File: src/rtl/alu_divider.sv
// rtl/alu_divider.sv - signed radix-2 restoring divider, one quotient bit per cycle
// Magnitudes are divided unsigned; signs are reapplied on the way out while in DONE.
module alu_divider #(
  parameter int WIDTH = 32
) (
  input  logic             clk,
  input  logic             reset_n,
  input  logic             op_start,
  input  logic             op_clear,
  input  logic [WIDTH-1:0] dividend,
  input  logic [WIDTH-1:0] divisor,
  output logic [WIDTH-1:0] quotient,
  output logic [WIDTH-1:0] remainder,
  output logic             div_by_zero,
  output logic             op_done
);

  localparam int          CNT_W  = $clog2(WIDTH);
  localparam logic [1:0]  S_IDLE = 2'b00;
  localparam logic [1:0]  S_EXEC = 2'b01;
  localparam logic [1:0]  S_DONE = 2'b10;
  localparam logic [CNT_W-1:0] CNT_LAST = CNT_W'(WIDTH - 1);

  logic [1:0]       state_q, state_d;
  logic [CNT_W-1:0] cnt_q, cnt_d;
  logic [WIDTH-1:0] p_q, p_d;
  logic [WIDTH-1:0] q_q, q_d;
  logic [WIDTH-1:0] d_q, d_d;
  logic             neg_quo_q, neg_quo_d;
  logic             neg_rem_q, neg_rem_d;
  logic             dz_q, dz_d;

  logic [WIDTH:0]   p_shift;
  logic [WIDTH:0]   diff;

  always_ff @(posedge clk or negedge reset_n) begin
    if (!reset_n) begin
      state_q   <= S_IDLE;
      cnt_q     <= '0;
      p_q       <= '0;
      q_q       <= '0;
      d_q       <= '0;
      neg_quo_q <= 1'b0;
      neg_rem_q <= 1'b0;
      dz_q      <= 1'b0;
    end else begin
      state_q   <= state_d;
      cnt_q     <= cnt_d;
      p_q       <= p_d;
      q_q       <= q_d;
      d_q       <= d_d;
      neg_quo_q <= neg_quo_d;
      neg_rem_q <= neg_rem_d;
      dz_q      <= dz_d;
    end
  end

  always_comb begin
    state_d = S_IDLE;
    case (state_q)
      S_IDLE: state_d = (op_start && !op_clear) ? S_EXEC : S_IDLE;
      S_EXEC: begin
        if (op_clear)               state_d = S_IDLE;
        else if (cnt_q == CNT_LAST) state_d = S_DONE;
        else                        state_d = S_EXEC;
      end
      S_DONE: state_d = op_clear ? S_IDLE : S_DONE;
      default: state_d = S_IDLE;
    endcase
  end

  // Shifted partial remainder is one bit wider so the borrow of P - D survives.
  always_comb begin
    p_shift   = {p_q, q_q[WIDTH-1]};
    diff      = p_shift - {1'b0, d_q};
    cnt_d     = cnt_q;
    p_d       = p_q;
    q_d       = q_q;
    d_d       = d_q;
    neg_quo_d = neg_quo_q;
    neg_rem_d = neg_rem_q;
    dz_d      = dz_q;
    if (op_clear || state_q == 2'b11) begin
      cnt_d     = '0;
      p_d       = '0;
      q_d       = '0;
      d_d       = '0;
      neg_quo_d = 1'b0;
      neg_rem_d = 1'b0;
      dz_d      = 1'b0;
    end else if (state_q == S_IDLE && op_start) begin
      cnt_d     = '0;
      p_d       = '0;
      q_d       = dividend[WIDTH-1] ? -dividend : dividend;
      d_d       = divisor[WIDTH-1] ? -divisor : divisor;
      neg_quo_d = dividend[WIDTH-1] ^ divisor[WIDTH-1];
      neg_rem_d = dividend[WIDTH-1];
      dz_d      = (divisor == '0);
    end else if (state_q == S_EXEC) begin
      cnt_d = cnt_q + CNT_W'(1);
      if (!diff[WIDTH]) begin
        p_d = diff[WIDTH-1:0];
        q_d = {q_q[WIDTH-2:0], 1'b1};
      end else begin
        p_d = p_shift[WIDTH-1:0];
        q_d = {q_q[WIDTH-2:0], 1'b0};
      end
    end
  end

  // With a zero divisor every step succeeds, so P ends up as |dividend| and
  // the signed remainder is the sampled dividend without a separate mux.
  always_comb begin
    op_done     = (state_q == S_DONE);
    quotient    = '0;
    remainder   = '0;
    div_by_zero = 1'b0;
    if (op_done) begin
      quotient    = dz_q ? '1 : (neg_quo_q ? -q_q : q_q);
      remainder   = neg_rem_q ? -p_q : p_q;
      div_by_zero = dz_q;
    end
  end

endmodule

File: config.mk
export PLATFORM = sky130hd
export DESIGN_NAME = alu_divider
export DESIGN_NICKNAME = d
export VERILOG_FILES = /design/src/rtl/alu_divider.sv
export SDC_FILE = /design/constraint.sdc
export NUM_CORES = 1
export LEC_CHECK = 0
export CORE_MARGIN = 3
export CORE_UTILIZATION = 56
export DETAILED_ROUTE_END_ITERATION = 12
export GPL_TIMING_DRIVEN = 0
export PLACE_DENSITY_LB_ADDON = 0.25
export SETUP_SLACK_MARGIN = 0.1
export SYNTH_ARGS = -nofsm -noshare
export SYNTH_HDL_FRONTEND = slang
export SYNTH_SLANG_ARGS = --single-unit
File: constraint.sdc
create_clock -name clk -period 5.72 [get_ports clk]
set_input_delay 1.716 -clock clk [delete_from_list [all_inputs] [get_ports clk]]
set_output_delay 1.716 -clock clk [all_outputs]
set_load 0.005 [all_outputs]
# Yosys cells after proc, flatten, opt, wreduce, memory -nomap -nowiden
# Index checks and enable logic that the tools add are counted.
totals:
  regBits: 106
  inputBits: 68
  output_inout_bits: 66
  wordCells: 59
classes:
  addsub: 6
  n_eq_ne: 4
  n_mux: 32
  bitwise: 1
  n_reduce_logical: 8
ops:
  columns: ["operator", "count"]
  rows:
  - ["32-bit 2-to-1 mux", 16]
  - ["32-bit negator", 4]
  - ["33-bit by 32-bit subtractor with 33-bit output", 1]
  - ["32-bit logical NOT", 1]
  - ["5-bit 2-to-1 mux", 3]
  - ["1-bit 2-to-1 mux", 9]
  - ["2-bit 2-to-1 mux", 3]
  - ["2-bit case mux with 3 select lines", 1]
  - ["5-bit by 1-bit adder with 5-bit output (second input constant)", 1]
  - ["5-bit == test (second input constant)", 1]
  - ["2-bit == test (second input constant)", 2]
  - ["3-bit nonzero test", 1]
  - ["2-bit by 1-bit == test with 1-bit output (second input constant)", 1]
  - ["1-bit logical AND", 2]
  - ["2-bit logical NOT", 1]
  - ["2-bit nonzero test", 1]
  - ["1-bit logical NOT", 1]
  - ["1-bit logical OR", 1]
  - ["1-bit XOR", 1]

# Longest topological paths before layout
depth:
  depth_word: 5
  mapped_depth: 13
  mapped_depth_nobuf: 12

# Worst setup path before layout
# Ideal clock, no wire load.
synth_path:
  path_kind: "register to output"
  from: "register p_q[0]"
  to: "output port remainder[28]"
  arrival_ps: 3006
  required_time_ps: 4004
  path_slack_ps: 998
  path_stages_with_launch: 12
  path_buffers: 0
  path_cell_list: "dfrtp_1 -> inv_1 -> ha_1 -> nand2b_1 -> or4_1 -> or2_1 -> or3_1 -> or3_1 -> or3_1 -> o31ai_1 -> xor2_1 -> nor2_1"
synth_between:
  elab_chain_len: 3
synth_rtl:
  columns: ["item", "line", "source"]
  rows:
  - ["from (decl)", "26", "logic [WIDTH-1:0] p_q, p_d;"]
  - ["from (signal assigned)", "49", "p_q <= p_d;"]
  - ["32-bit negator", "120", "remainder = neg_rem_q ? -p_q : p_q;"]
  - ["32-bit 2-to-1 mux", "120", null]
  - ["32-bit 2-to-1 mux", "118", "if (op_done) begin"]
  - ["to (decl)", "13", "output logic [WIDTH-1:0] remainder,"]
# Every way passes these cells.

# Worst setup path in the final report
layout_path:
  from: "register q_q[10]"
  to: "output port quotient[31]"
layout_between:
  elab_chain_len: 4
layout_rtl:
  columns: ["item", "line", "source"]
  rows:
  - ["from (decl)", "27", "logic [WIDTH-1:0] q_q, q_d;"]
  - ["from (signal assigned)", "50", "q_q <= q_d;"]
  - ["32-bit negator", "119", "quotient = dz_q ? '1 : (neg_quo_q ? -q_q : q_q);"]
  - ["32-bit 2-to-1 mux (2 in a row)", "119", null]
  - ["32-bit 2-to-1 mux", "118", null]
  - ["to (decl)", "12", "output logic [WIDTH-1:0] quotient,"]
# Every way passes these cells.

==> run_results.csv <==
group,metric,value,unit
yosys,synth_cell_types,62,
timing,finalSetupTns,0,ps
routing,drtAntennaViolNets,0,
yosys,syn_avg_cell_area,7.90,um^2
yosys,yosys_register_bits,106,
routing,via_count,9250,
hold_path,hold_class,"reg2reg",
die,start_util,0.584,
hold_path,hp-start,"d_q[28]$_DFFE_PN0P_",
timing,fin_crit,5580,ps
power_and_ir_drop,power_frac_seq,0.178,
yosys,synth-seq-area-share,0.293,
die,dieHeight,133,um
cells_and_area,syn_to_final_growth,23.1,%
die,dieArea,0.0177,mm^2
cells_and_area,regArea,0.00266,mm^2
cells_and_area,final_util,0.720,
routing,avgViaCountPerCell,6.11,
outcome,status,"complete, no violations",
critical_path,crit_type,"reg2out",
global_route,overflow,0,
die,die_x,133,um
place,dp_hpwl,21000,um
critical_path,arrival,3860,ps
clock_network,cts_root_buf,"clkbuf_16",
timing,finalHoldViolations,0,
cells_and_area,nNetsFinal,1406,
power_and_ir_drop,switchingPower,3.06,mW
power_and_ir_drop,leakage,4.69,nW
critical_path,startpoint_type,"flip-flop",
global_route,grt_pass1_wl,44500,um
yosys,syn_inst,1145,
clock_network,numClockSinks,106,
global_route,grt_max_degree,58,
critical_path,r2r_start,"q_q[31]$_DFFE_PN0P_",
critical_path,crit_required,4000,ps
timing,skew,5.90,ps
routing,wl_per_cell,18.5,um
yosys,ys.flop_type,"dfrtp_1",
clock_network,cts_max_level,3,
clock_network,clk_latency,360,ps
hold_path,hold_depth,2,
global_route,grt_antenna_before_repair,0,
cells_and_area,final_common_cell,"nand2_1",
power_and_ir_drop,combPwrFrac,0.725,
place,port_buffers,132,
place,place_congestion,0.973,
die,ios,134,
timing,tightestPinTransition,1440,ps
clock_network,hold_buffers,0,
timing,relSlewSlack,0.0303,
die,row_count,45,
die,fp.coreArea,0.0155,mm^2
timing,drv_slew,0,
global_route,grt_pass1_vias,8788,
power_and_ir_drop,p_int,3.32,mW
hold_path,holdPathEnd,"d_q[28]$_DFFE_PN0P_",
yosys,synth_edf_count,0,
yosys,yosysWarnings,0,
timing,min_period_over_period,0.975,
routing,drt_iter0_markers,910,
timing,finalSetupViolCount,0,
routing,route.detailed.drc,0,
timing,fmax,179,MHz
yosys,syn_area,0.00905,mm^2
routing,routed_wl,28000,um
power_and_ir_drop,peakVddDrop,0.000392,V
power_and_ir_drop,switching_share,0.479,
power_and_ir_drop,p_clk_frac,0.097,
cells_and_area,antennaDiodeCount,0,
critical_path,cp_max_fo,5,
yosys,async_flop_share,1.00,
cells_and_area,drive_above_1_share,0.0521,
timing,rsz0062_at_grt,"true",
cells_and_area,layout_common_cells,"162 x nand2_1, 156 x o21ai_0, 124 x clkdlybuf4s50_1",
critical_path,rrSetupSlack,910,ps
clock_network,clk_pin_slew,70,ps
critical_path,r2r_end,"p_q[23]$_DFFE_PN0P_",
clock_network,cts_tree,"yes",
cells_and_area,fillers,1206,
yosys,synthesis.nets,1252,
cells_and_area,multi_input_comb_area,0.00609,mm^2
critical_path,crit_path_end_kind,"primary output",
routing,dr.pass1.iters,6,
critical_path,rr_worst_depth,13,
global_route,grt_usage,0.307,
clock_network,clk_path_buf_depth,2,
power_and_ir_drop,p_per_area,573,mW/mm^2
job,drv_cap,0,
clock_network,cts_buffers,9,
metal layers:
metal | routed length, um | vias up | global-route usage
li1 | - | 4358 | -
met1 | 12000 | 4415 | 0.407
met2 | 13200 | 419 | 0.509
met3 | 2020 | 58 | 0.0525
met4 | 740 | 0 | 0.107
met5 | 0 | - | 0
synth_stat cells, types with 6 or more instances:
library cell / number / share of area
a21o_1: 18 / 0.015
a21oi_1: 70 / 0.039
a22o_1: 6 / 0.0058
buf_1: 8 / 0.0033
clkbuf_1: 45 / 0.019
dfrtp_1: 106 / 0.29
ha_1: 38 / 0.053
inv_1: 53 / 0.022
mux2i_1: 32 / 0.035
nand2_1: 162 / 0.067
nand2b_1: 17 / 0.012
nand3_1: 10 / 0.0055
nand4_1: 6 / 0.0041
nor2_1: 72 / 0.030
nor2b_1: 14 / 0.0097
nor3_1: 9 / 0.0050
nor4_1: 6 / 0.0041
o211ai_1: 9 / 0.0075
o21ai_0: 159 / 0.088
o31ai_1: 32 / 0.027
o41ai_1: 14 / 0.014
or2_2: 6 / 0.0041
or3_1: 21 / 0.015
or4_1: 17 / 0.014
xnor2_1: 30 / 0.029
xor2_1: 116 / 0.11
what timing repair did:
action                     in CTS  in global routing
hold endpoints to repair        0                  0
gates resized for setup        17                 17
setup endpoints to repair       8                 13
pin swaps                       0                  3
gates cloned                    0                  0
buffers inserted                7                  3
logic make-up after synthesis:
kind of cell | Yosys count | synth area share
muxes | 32 | 0.0354
buffers and inverters | 110 | 0.0462
adders and majority gates | 39 | 0.0547
and+or+nand+nor | 359 | 0.188
AOI/OAI and AO/OA | 353 | 0.241
DFF | 106 | 0.293
xor gates and xnor gates | 146 | 0.141
critical path: stages (launching register included):
cell and delay (ps):
dfrtp_1 400, or4_4 560, or3_4 350, or3_1 390
or3_4 360, or3_4 380, o31ai_2 230, xnor2_1 110
a21oi_1 190, clkdlybuf4s50_1 540
stage by stage:
step	hold WS (ps)	cells	cell area (um^2)	worst slack (ps)	total power, mW
after floorplan	450	1145	9050	998	4.33
after global placement	463	1488	10600	-1240	5.19
after detailed placement	470	1489	10700	167	5.26
after CTS	486	1512	11100	90.5	6.17
after global routing	501	1515	11100	60.2	6.84
final	483	1515	11100	142	6.38
worst max-delay path by stage:
stage / startpoint / end / cells past startpoint
after floorplan: p_q[0]$_DFFE_PN0P_ / remainder[28] / 11
after global placement: reset_n / d_q[26]$_DFFE_PN0P_ / 1
after detailed placement: p_q[0]$_DFFE_PN0P_ / remainder[28] / 12
after CTS: p_q[9]$_DFFE_PN0P_ / remainder[31] / 9
after global routing: p_q[9]$_DFFE_PN0P_ / remainder[29] / 9
final: q_q[10]$_DFFE_PN0P_ / quotient[31] / 9
power by group through the flow:
stage / Combinational, mW / Sequential (mW) / Clock (mW)
4_1_cts: 4.43 / 1.12 / 0.622
3_3_place_gp: 4.07 / 1.12 / 0
5_1_grt: 5.03 / 1.16 / 0.652
3_5_place_dp: 4.13 / 1.13 / 0
6_report: 4.63 / 1.13 / 0.619
2_1_floorplan: 3.27 / 1.06 / 0
layout make-up:
| cell class | instances | share of cell area |
|---|---|---|
| sequential | 106 | 0.238 |
| clock buffer | 15 | 0.0249 |
| buffer | 57 | 0.0196 |
| multi-input combinational | 929 | 0.546 |
| clock inverter | 1 | 0.000674 |
| tap | 211 | 0.0237 |
| timing repair buffer | 143 | 0.129 |
| inverter | 53 | 0.0179 |
state kept, by name (all words and copies together) (netlist names):
name and flops:
p_q 32, neg_rem_q 1, state_q 2, cnt_q 5, dz_q 1, d_q 32
neg_quo_q 1, q_q 32
No activity file was read; power rests on OpenSTA's default activity.
